[src/rtl/alu_arbiter_if.sv]
// Request/response and ALU-facing signal bundle for alu_arbiter.
// The slave modport is the arbiter; the master modport is the requesters plus the shared ALU.
interface alu_arbiter_if #(
  parameter int DATA_WIDTH = 32
);
  logic                  req_valid_a;
  logic                  req_valid_b;
  logic                  req_ready_a;
  logic                  req_ready_b;
  logic [DATA_WIDTH-1:0] req_op1_a;
  logic [DATA_WIDTH-1:0] req_op2_a;
  logic [DATA_WIDTH-1:0] req_op1_b;
  logic [DATA_WIDTH-1:0] req_op2_b;
  logic [3:0]            req_code_a;
  logic [3:0]            req_code_b;

  logic                  rsp_valid_a;
  logic                  rsp_valid_b;
  logic                  rsp_ready_a;
  logic                  rsp_ready_b;
  logic [DATA_WIDTH-1:0] rsp_result;
  logic                  rsp_v;
  logic                  rsp_n;
  logic                  rsp_z;
  logic                  rsp_err;

  logic [DATA_WIDTH-1:0] alu_op1;
  logic [DATA_WIDTH-1:0] alu_op2;
  logic [3:0]            alu_control_code;
  logic [DATA_WIDTH-1:0] alu_result;
  logic                  alu_v_flag;
  logic                  alu_n_flag;
  logic                  alu_z_flag;

  modport slave (
    input  req_valid_a, req_valid_b, req_op1_a, req_op2_a, req_op1_b, req_op2_b,
           req_code_a, req_code_b, rsp_ready_a, rsp_ready_b,
           alu_result, alu_v_flag, alu_n_flag, alu_z_flag,
    output req_ready_a, req_ready_b, rsp_valid_a, rsp_valid_b,
           rsp_result, rsp_v, rsp_n, rsp_z, rsp_err,
           alu_op1, alu_op2, alu_control_code
  );

  modport master (
    output req_valid_a, req_valid_b, req_op1_a, req_op2_a, req_op1_b, req_op2_b,
           req_code_a, req_code_b, rsp_ready_a, rsp_ready_b,
           alu_result, alu_v_flag, alu_n_flag, alu_z_flag,
    input  req_ready_a, req_ready_b, rsp_valid_a, rsp_valid_b,
           rsp_result, rsp_v, rsp_n, rsp_z, rsp_err,
           alu_op1, alu_op2, alu_control_code
  );
endinterface

[src/rtl/alu_arbiter.sv]
// Round-robin arbiter sharing one external 32-bit ALU between requesters A and B.
// Each op takes IDLE -> EXEC -> RESP; unsupported codes skip EXEC and answer with an error.
module alu_arbiter #(
  parameter int DATA_WIDTH = 32
) (
  input  logic         clk,
  input  logic         reset,
  alu_arbiter_if.slave bus
);

  typedef enum logic [1:0] {IDLE, EXEC, RESP} state_t;
  typedef enum logic {SIDE_A, SIDE_B} side_t;

  localparam logic [3:0] CODE_ADD = 4'b0010;
  localparam logic [3:0] CODE_SUB = 4'b0110;
  localparam logic [3:0] CODE_NOP = 4'b1111;

  function automatic logic code_supported(input logic [3:0] code);
    case (code)
      4'b0000, 4'b0001, 4'b0010, 4'b0110, 4'b0111,
      4'b1001, 4'b1100, 4'b1101, 4'b1111: return 1'b1;
      default:                            return 1'b0;
    endcase
  endfunction

  state_t                state, next_state;
  side_t                 prio, owner;
  logic                  ready_a, ready_b, valid_a, valid_b;
  logic                  accept, rsp_done;
  logic [DATA_WIDTH-1:0] sel_op1, sel_op2;
  logic [3:0]            sel_code;
  logic [DATA_WIDTH-1:0] alu_op1_q, alu_op2_q, result_q;
  logic [3:0]            alu_code_q;
  logic                  v_q, n_q, z_q, err_q;

  // At most one ready is ever high, so ready_b alone picks the winning side.
  assign sel_op1  = ready_b ? bus.req_op1_b  : bus.req_op1_a;
  assign sel_op2  = ready_b ? bus.req_op2_b  : bus.req_op2_a;
  assign sel_code = ready_b ? bus.req_code_b : bus.req_code_a;

  // NOTE: sequential state uses non-blocking assignments so every register samples pre-edge values.
  always_ff @(posedge clk or posedge reset) begin
    if (reset) state <= IDLE;
    else       state <= next_state;
  end

  // NOTE: every signal gets a default first so no path through the case infers a latch.
  always_comb begin
    next_state = state;
    ready_a    = 1'b0;
    ready_b    = 1'b0;
    valid_a    = 1'b0;
    valid_b    = 1'b0;
    accept     = 1'b0;
    rsp_done   = 1'b0;
    case (state)
      IDLE: begin
        ready_a = bus.req_valid_a && (prio == SIDE_A || !bus.req_valid_b);
        ready_b = bus.req_valid_b && (prio == SIDE_B || !bus.req_valid_a);
        accept  = ready_a || ready_b;
        if (accept) next_state = code_supported(sel_code) ? EXEC : RESP;
      end
      EXEC: next_state = RESP;
      RESP: begin
        valid_a  = (owner == SIDE_A);
        valid_b  = (owner == SIDE_B);
        rsp_done = (valid_a && bus.rsp_ready_a) || (valid_b && bus.rsp_ready_b);
        if (rsp_done) next_state = IDLE;
      end
      default: next_state = IDLE;
    endcase
  end

  always_ff @(posedge clk or posedge reset) begin
    if (reset) begin
      prio       <= SIDE_A;
      owner      <= SIDE_A;
      alu_op1_q  <= '0;
      alu_op2_q  <= '0;
      alu_code_q <= CODE_NOP;
      result_q   <= '0;
      v_q        <= 1'b0;
      n_q        <= 1'b0;
      z_q        <= 1'b0;
      err_q      <= 1'b0;
    end else begin
      if (accept) begin
        owner <= ready_b ? SIDE_B : SIDE_A;
        // Rejected codes never reach the ALU registers, so the ALU cannot see them.
        if (code_supported(sel_code)) begin
          alu_op1_q  <= sel_op1;
          alu_op2_q  <= sel_op2;
          alu_code_q <= sel_code;
        end else begin
          result_q <= '0;
          v_q      <= 1'b0;
          n_q      <= 1'b0;
          z_q      <= 1'b0;
          err_q    <= 1'b1;
        end
      end

      if (state == EXEC) begin
        err_q <= 1'b0;
        if (alu_code_q != CODE_NOP) begin
          result_q <= bus.alu_result;
          z_q      <= bus.alu_z_flag;
          if (alu_code_q == CODE_ADD || alu_code_q == CODE_SUB) begin
            v_q <= bus.alu_v_flag;
            n_q <= bus.alu_n_flag;
          end else begin
            v_q <= 1'b0;
            n_q <= 1'b0;
          end
        end
      end

      if (rsp_done) prio <= (owner == SIDE_A) ? SIDE_B : SIDE_A;
    end
  end

  assign bus.req_ready_a      = ready_a;
  assign bus.req_ready_b      = ready_b;
  assign bus.rsp_valid_a      = valid_a;
  assign bus.rsp_valid_b      = valid_b;
  assign bus.rsp_result       = result_q;
  assign bus.rsp_v            = v_q;
  assign bus.rsp_n            = n_q;
  assign bus.rsp_z            = z_q;
  assign bus.rsp_err          = err_q;
  assign bus.alu_op1          = alu_op1_q;
  assign bus.alu_op2          = alu_op2_q;
  assign bus.alu_control_code = alu_code_q;

endmodule
[src/flat_wrapper.sv]
// flat-port wrapper written by rule: the top's interface ports become plain ports
module alu_arbiter_flat 
#(
  parameter int DATA_WIDTH = 32
)
  (clk, reset, bus_req_valid_a, bus_req_valid_b, bus_req_op1_a, bus_req_op2_a, bus_req_op1_b, bus_req_op2_b, bus_req_code_a, bus_req_code_b, bus_rsp_ready_a, bus_rsp_ready_b, bus_alu_result, bus_alu_v_flag, bus_alu_n_flag, bus_alu_z_flag, bus_req_ready_a, bus_req_ready_b, bus_rsp_valid_a, bus_rsp_valid_b, bus_rsp_result, bus_rsp_v, bus_rsp_n, bus_rsp_z, bus_rsp_err, bus_alu_op1, bus_alu_op2, bus_alu_control_code);
  alu_arbiter_if #(.DATA_WIDTH(DATA_WIDTH)) bus_i ();
  input  logic clk;
  input  logic reset;
  input wire logic [$bits(bus_i.req_valid_a)-1:0] bus_req_valid_a;
  input wire logic [$bits(bus_i.req_valid_b)-1:0] bus_req_valid_b;
  input wire logic [$bits(bus_i.req_op1_a)-1:0] bus_req_op1_a;
  input wire logic [$bits(bus_i.req_op2_a)-1:0] bus_req_op2_a;
  input wire logic [$bits(bus_i.req_op1_b)-1:0] bus_req_op1_b;
  input wire logic [$bits(bus_i.req_op2_b)-1:0] bus_req_op2_b;
  input wire logic [$bits(bus_i.req_code_a)-1:0] bus_req_code_a;
  input wire logic [$bits(bus_i.req_code_b)-1:0] bus_req_code_b;
  input wire logic [$bits(bus_i.rsp_ready_a)-1:0] bus_rsp_ready_a;
  input wire logic [$bits(bus_i.rsp_ready_b)-1:0] bus_rsp_ready_b;
  input wire logic [$bits(bus_i.alu_result)-1:0] bus_alu_result;
  input wire logic [$bits(bus_i.alu_v_flag)-1:0] bus_alu_v_flag;
  input wire logic [$bits(bus_i.alu_n_flag)-1:0] bus_alu_n_flag;
  input wire logic [$bits(bus_i.alu_z_flag)-1:0] bus_alu_z_flag;
  output wire logic [$bits(bus_i.req_ready_a)-1:0] bus_req_ready_a;
  output wire logic [$bits(bus_i.req_ready_b)-1:0] bus_req_ready_b;
  output wire logic [$bits(bus_i.rsp_valid_a)-1:0] bus_rsp_valid_a;
  output wire logic [$bits(bus_i.rsp_valid_b)-1:0] bus_rsp_valid_b;
  output wire logic [$bits(bus_i.rsp_result)-1:0] bus_rsp_result;
  output wire logic [$bits(bus_i.rsp_v)-1:0] bus_rsp_v;
  output wire logic [$bits(bus_i.rsp_n)-1:0] bus_rsp_n;
  output wire logic [$bits(bus_i.rsp_z)-1:0] bus_rsp_z;
  output wire logic [$bits(bus_i.rsp_err)-1:0] bus_rsp_err;
  output wire logic [$bits(bus_i.alu_op1)-1:0] bus_alu_op1;
  output wire logic [$bits(bus_i.alu_op2)-1:0] bus_alu_op2;
  output wire logic [$bits(bus_i.alu_control_code)-1:0] bus_alu_control_code;
  assign bus_i.req_valid_a = bus_req_valid_a;
  assign bus_i.req_valid_b = bus_req_valid_b;
  assign bus_i.req_op1_a = bus_req_op1_a;
  assign bus_i.req_op2_a = bus_req_op2_a;
  assign bus_i.req_op1_b = bus_req_op1_b;
  assign bus_i.req_op2_b = bus_req_op2_b;
  assign bus_i.req_code_a = bus_req_code_a;
  assign bus_i.req_code_b = bus_req_code_b;
  assign bus_i.rsp_ready_a = bus_rsp_ready_a;
  assign bus_i.rsp_ready_b = bus_rsp_ready_b;
  assign bus_i.alu_result = bus_alu_result;
  assign bus_i.alu_v_flag = bus_alu_v_flag;
  assign bus_i.alu_n_flag = bus_alu_n_flag;
  assign bus_i.alu_z_flag = bus_alu_z_flag;
  assign bus_req_ready_a = bus_i.req_ready_a;
  assign bus_req_ready_b = bus_i.req_ready_b;
  assign bus_rsp_valid_a = bus_i.rsp_valid_a;
  assign bus_rsp_valid_b = bus_i.rsp_valid_b;
  assign bus_rsp_result = bus_i.rsp_result;
  assign bus_rsp_v = bus_i.rsp_v;
  assign bus_rsp_n = bus_i.rsp_n;
  assign bus_rsp_z = bus_i.rsp_z;
  assign bus_rsp_err = bus_i.rsp_err;
  assign bus_alu_op1 = bus_i.alu_op1;
  assign bus_alu_op2 = bus_i.alu_op2;
  assign bus_alu_control_code = bus_i.alu_control_code;
  alu_arbiter #(.DATA_WIDTH(DATA_WIDTH)) u_core (.clk(clk), .reset(reset), .bus(bus_i));
endmodule
[config.mk]
export PLATFORM = sky130hd
export DESIGN_NAME = alu_arbiter_flat
export DESIGN_NICKNAME = d
export VERILOG_FILES = /design/src/rtl/alu_arbiter_if.sv /design/src/rtl/alu_arbiter.sv /design/src/flat_wrapper.sv
export SDC_FILE = /design/constraint.sdc
export NUM_CORES = 1
export LEC_CHECK = 0
export ABC_AREA = 0
export CORE_ASPECT_RATIO = 0.6
export CORE_UTILIZATION = 35
export DETAILED_ROUTE_END_ITERATION = 12
export HOLD_SLACK_MARGIN = 0.05
export PLACE_DENSITY_LB_ADDON = 0.12
export SLEW_MARGIN = 10
export SYNTH_ARGS = -nofsm -noshare
export SYNTH_HDL_FRONTEND = slang
export SYNTH_SLANG_ARGS = --single-unit
[constraint.sdc]
create_clock -name clk -period 6.6 [get_ports clk]
set_input_delay 0.99 -clock clk [delete_from_list [all_inputs] [get_ports clk]]
set_output_delay 0.99 -clock clk [all_outputs]
set_load 0.005 [all_outputs]
==> impl_metrics.env <==
export IMPL_drive_above_1_share_pct=22.8
export IMPL_synth_async_reset_ratio_pct=100
export IMPL_arrival_ns=2.73
export IMPL_grtUsageTotal_pct=19.5
export IMPL_ctsHoldBuffers=0
export IMPL_finalHoldViolations=0
export IMPL_required_ns=5.61
export IMPL_grtUsageMet3_pct=7.45
export IMPL_yosysTopAreaCell="dfrtp_1"
export IMPL_busiest_layer="met2"
export IMPL_io_buffer_count=284
export IMPL_wl_per_cell_um=17.0
export IMPL_nets=866
export IMPL_fin_setup_tns_ns=0
export IMPL_wl_um=15100
export IMPL_r2r_cells=5
export IMPL_power_uw=3200
export IMPL_p_per_area_nw_per_um2=378
export IMPL_synthFlopType="dfrtp_1"
export IMPL_die_area_um2=15300
export IMPL_min_delay_path_depth=1
export IMPL_postSynthCellCount=414
export IMPL_rows=34
export IMPL_drt_pre_antenna_iters=4
export IMPL_min_period_over_period_pct=56.4
export IMPL_place_gp_congestion=0.856
export IMPL_ys_types=31
export IMPL_synth_edff_count=0
export IMPL_cts_sinks=108
export IMPL_htree_levels=3
export IMPL_die_y_um=96.3
export IMPL_status="finished clean"
export IMPL_clkTransAtPathRegs_ns=0.06
export IMPL_synth_avg_cell_area_um2=12.5
export IMPL_fmax_mhz=269
export IMPL_antenna_cells=0
export IMPL_crit_slowest_cell="clkdlybuf4s50_1"
export IMPL_globalRouteOverflowTotal=0
export IMPL_post_cts_setup_buffer_count=0
export IMPL_core_um2=14500
export IMPL_relSlewSlack_pct=32.4
export IMPL_cp_start_kind="primary input"
export IMPL_synth_area_leaders="dfrtp_1 (50%), mux2_2 (23%), mux2_4 (5.8%), nand2_1 (5.4%), a21oi_1 (3.3%)"
export IMPL_route_detailed_drc=0
export IMPL_io_pins=285
export IMPL_ctsLongestPathBuffers=2
export IMPL_report_final_slew_viol_count=0
export IMPL_grt_start_max_net_pins=65
export IMPL_ir_drop_uv=173
export IMPL_hp_class="reg -> reg"
export IMPL_synth_warnings=0
export IMPL_met2_usage_pct=32.3
export IMPL_ys_seq_area_share_pct=52.2
export IMPL_worstPathCellList="clkdlybuf4s50_1, nand2b_1, nand3_4, inv_2, clkdlybuf4s50_1"
export IMPL_areaGrowthSynthToFinish_pct=63.2
export IMPL_crit_type="in -> out"
export IMPL_synth_top_area_share_pct=50.2
export IMPL_antenna_found_initial=1
export IMPL_dr_total_vias=4214
export IMPL_worstSkewPairLatency_ns=0.34
export IMPL_post_dp_hpwl_um=11600
export IMPL_start_util_pct=35.8
export IMPL_multiInputGateArea_um2=2320
export IMPL_viasPerCell=4.73
export IMPL_cts_resized=0
export IMPL_grt_pass1_wl_um=22700
export IMPL_slowest_delay_ns=0.56
export IMPL_synth_nets=591
export IMPL_leakage_uw=0.00348
export IMPL_setup_violations=0
export IMPL_cts_buffers=9
export IMPL_first_global_vias=4106
export IMPL_root_buffer="clkbuf_16"
export IMPL_rsz0062_at_grt="false"
export IMPL_regArea_um2=2710
export IMPL_finalCriticalPeriod_ns=3.72
export IMPL_ant_nets=0
export IMPL_crit_fanout=24
export IMPL_clock_skew_ns=0.00910
export IMPL_fillers=1150
export IMPL_drt_iter0_markers=104
export IMPL_yosys_register_bits=108
export IMPL_cts_tree="built"
export IMPL_netlist_area_um2=5180
export IMPL_die_x_um=159
export IMPL_maxCapViolCount=0
export IMPL_tightest_slew_ns=1.01
export IMPL_cp_end_kind="output port"
export IMPL_grtUsageMet1_pct=24.4
export IMPL_cp_common_cell="clkdlybuf4s50_1"
-- metrics by stage --
| stage | hold WS (ns) | util (%) | instances | worst slack, ns | instance area [um2] |
|---|---|---|---|---|---|
| 2_1_floorplan | 0.474 | - | 414 | 2.77 | 5180 |
| 3_3_place_gp | 0.462 | 56.6 | 876 | 2.62 | 8180 |
| 3_5_place_dp | 0.470 | 56.6 | 876 | 2.54 | 8180 |
| 4_1_cts | 0.486 | 58.5 | 890 | 2.86 | 8460 |
| 5_1_grt | 0.496 | 58.5 | 890 | 2.75 | 8460 |
| 6_report | 0.484 | 58.5 | 890 | 2.88 | 8460 |
-- power by group --
group          internal [uW]  leakage, uW  total (uW)  switching [uW]
combinational            985      0.00203        1550             562
clock                    291     0.000135         522             231
sequential               966      0.00132        1130             168
-- area by class of cell --
class	instances	share of cell area [%]
inverter	7	0.340
clock buffer	10	2.71
clock inverter	4	0.606
tap	198	2.93
timing repair buffer	289	34.0
sequential	108	32.0
multi-input combinational	274	27.4
-- cells in the final DEF (no fill, tap or decap), types with 2 or more instances in the layout --
cell and count:
a21oi_1 34, buf_4 5, clkbuf_16 9, clkdlybuf4s50_1 284, dfrtp_1 104, dfstp_2 4
inv_1 5, mux2_1 8, mux2_2 108, mux2_4 20, mux2i_1 4, nand2_1 74
nand2b_1 4, nand3b_1 2, nor2_1 2, o21ai_0 3, o221ai_2 2
-- sequential cells by signal (all words and copies together), names as in the netlist --
name and flops:
u_core.bus.alu_op1 32, u_core.bus.alu_op2 32, u_core.bus.rsp_result 32, u_core.bus.alu_control_code 4, u_core.state 2, u_core.bus.rsp_err 1, u_core.bus.rsp_n 1, u_core.bus.rsp_v 1
u_core.bus.rsp_z 1, u_core.owner 1, u_core.prio 1
-- cell usage after synthesis (all sizes together) (2+ instances only) --
master / instances
mux2: 136
dfrtp: 104
nand2: 74
a21oi: 34
buf: 18
clkbuf: 7
inv: 7
dfstp: 4
mux2i: 4
nand2b: 4
o21ai: 3
nand3b: 2
nor2: 2
o221ai: 2
-- worst max-delay path: cells and delay by family --
| kind | cells | cell delay, ns |
|---|---|---|
| buf+inv | 3 | 1.24 |
| simple gates | 2 | 0.49 |
-- path summary, 6_finish.rpt --
path,start,endpoint,slack (ns)
max in group asynchronous,reset,u_core.prio,4.27
max,bus_req_valid_a,bus_req_ready_b,2.88
min in group asynchronous,reset,u_core.bus.alu_op2[18],1.06
min reg2reg,u_core.bus.alu_op1[1],u_core.bus.alu_op1[1],0.48
max reg2reg,u_core.state[0],u_core.bus.alu_op1[20],3.53
min,u_core.bus.alu_op1[1],u_core.bus.alu_op1[1],0.48
-- routing by layer --
layer | up-vias | wire length [um]
met2 | 159 | 7240
li1 | 1991 | -
met5 | - | 13
met3 | 14 | 1210
met1 | 2048 | 6520
met4 | 2 | 121
-- logic make-up (layout without fill, tap and decap cells) --
| logic type | after synthesis | count (layout) | synth area share [%] |
|---|---|---|---|
| AND/OR/NAND/NOR | 87 | 87 | 6.97 |
| AO/OA/AOI/OAI | 47 | 47 | 5.70 |
| buffers and inverters | 32 | 310 | 3.35 |
| multiplexers | 140 | 140 | 31.8 |
| flip-flops | 108 | 108 | 52.2 |
Note: power is estimated with default switching activity, not from simulation.
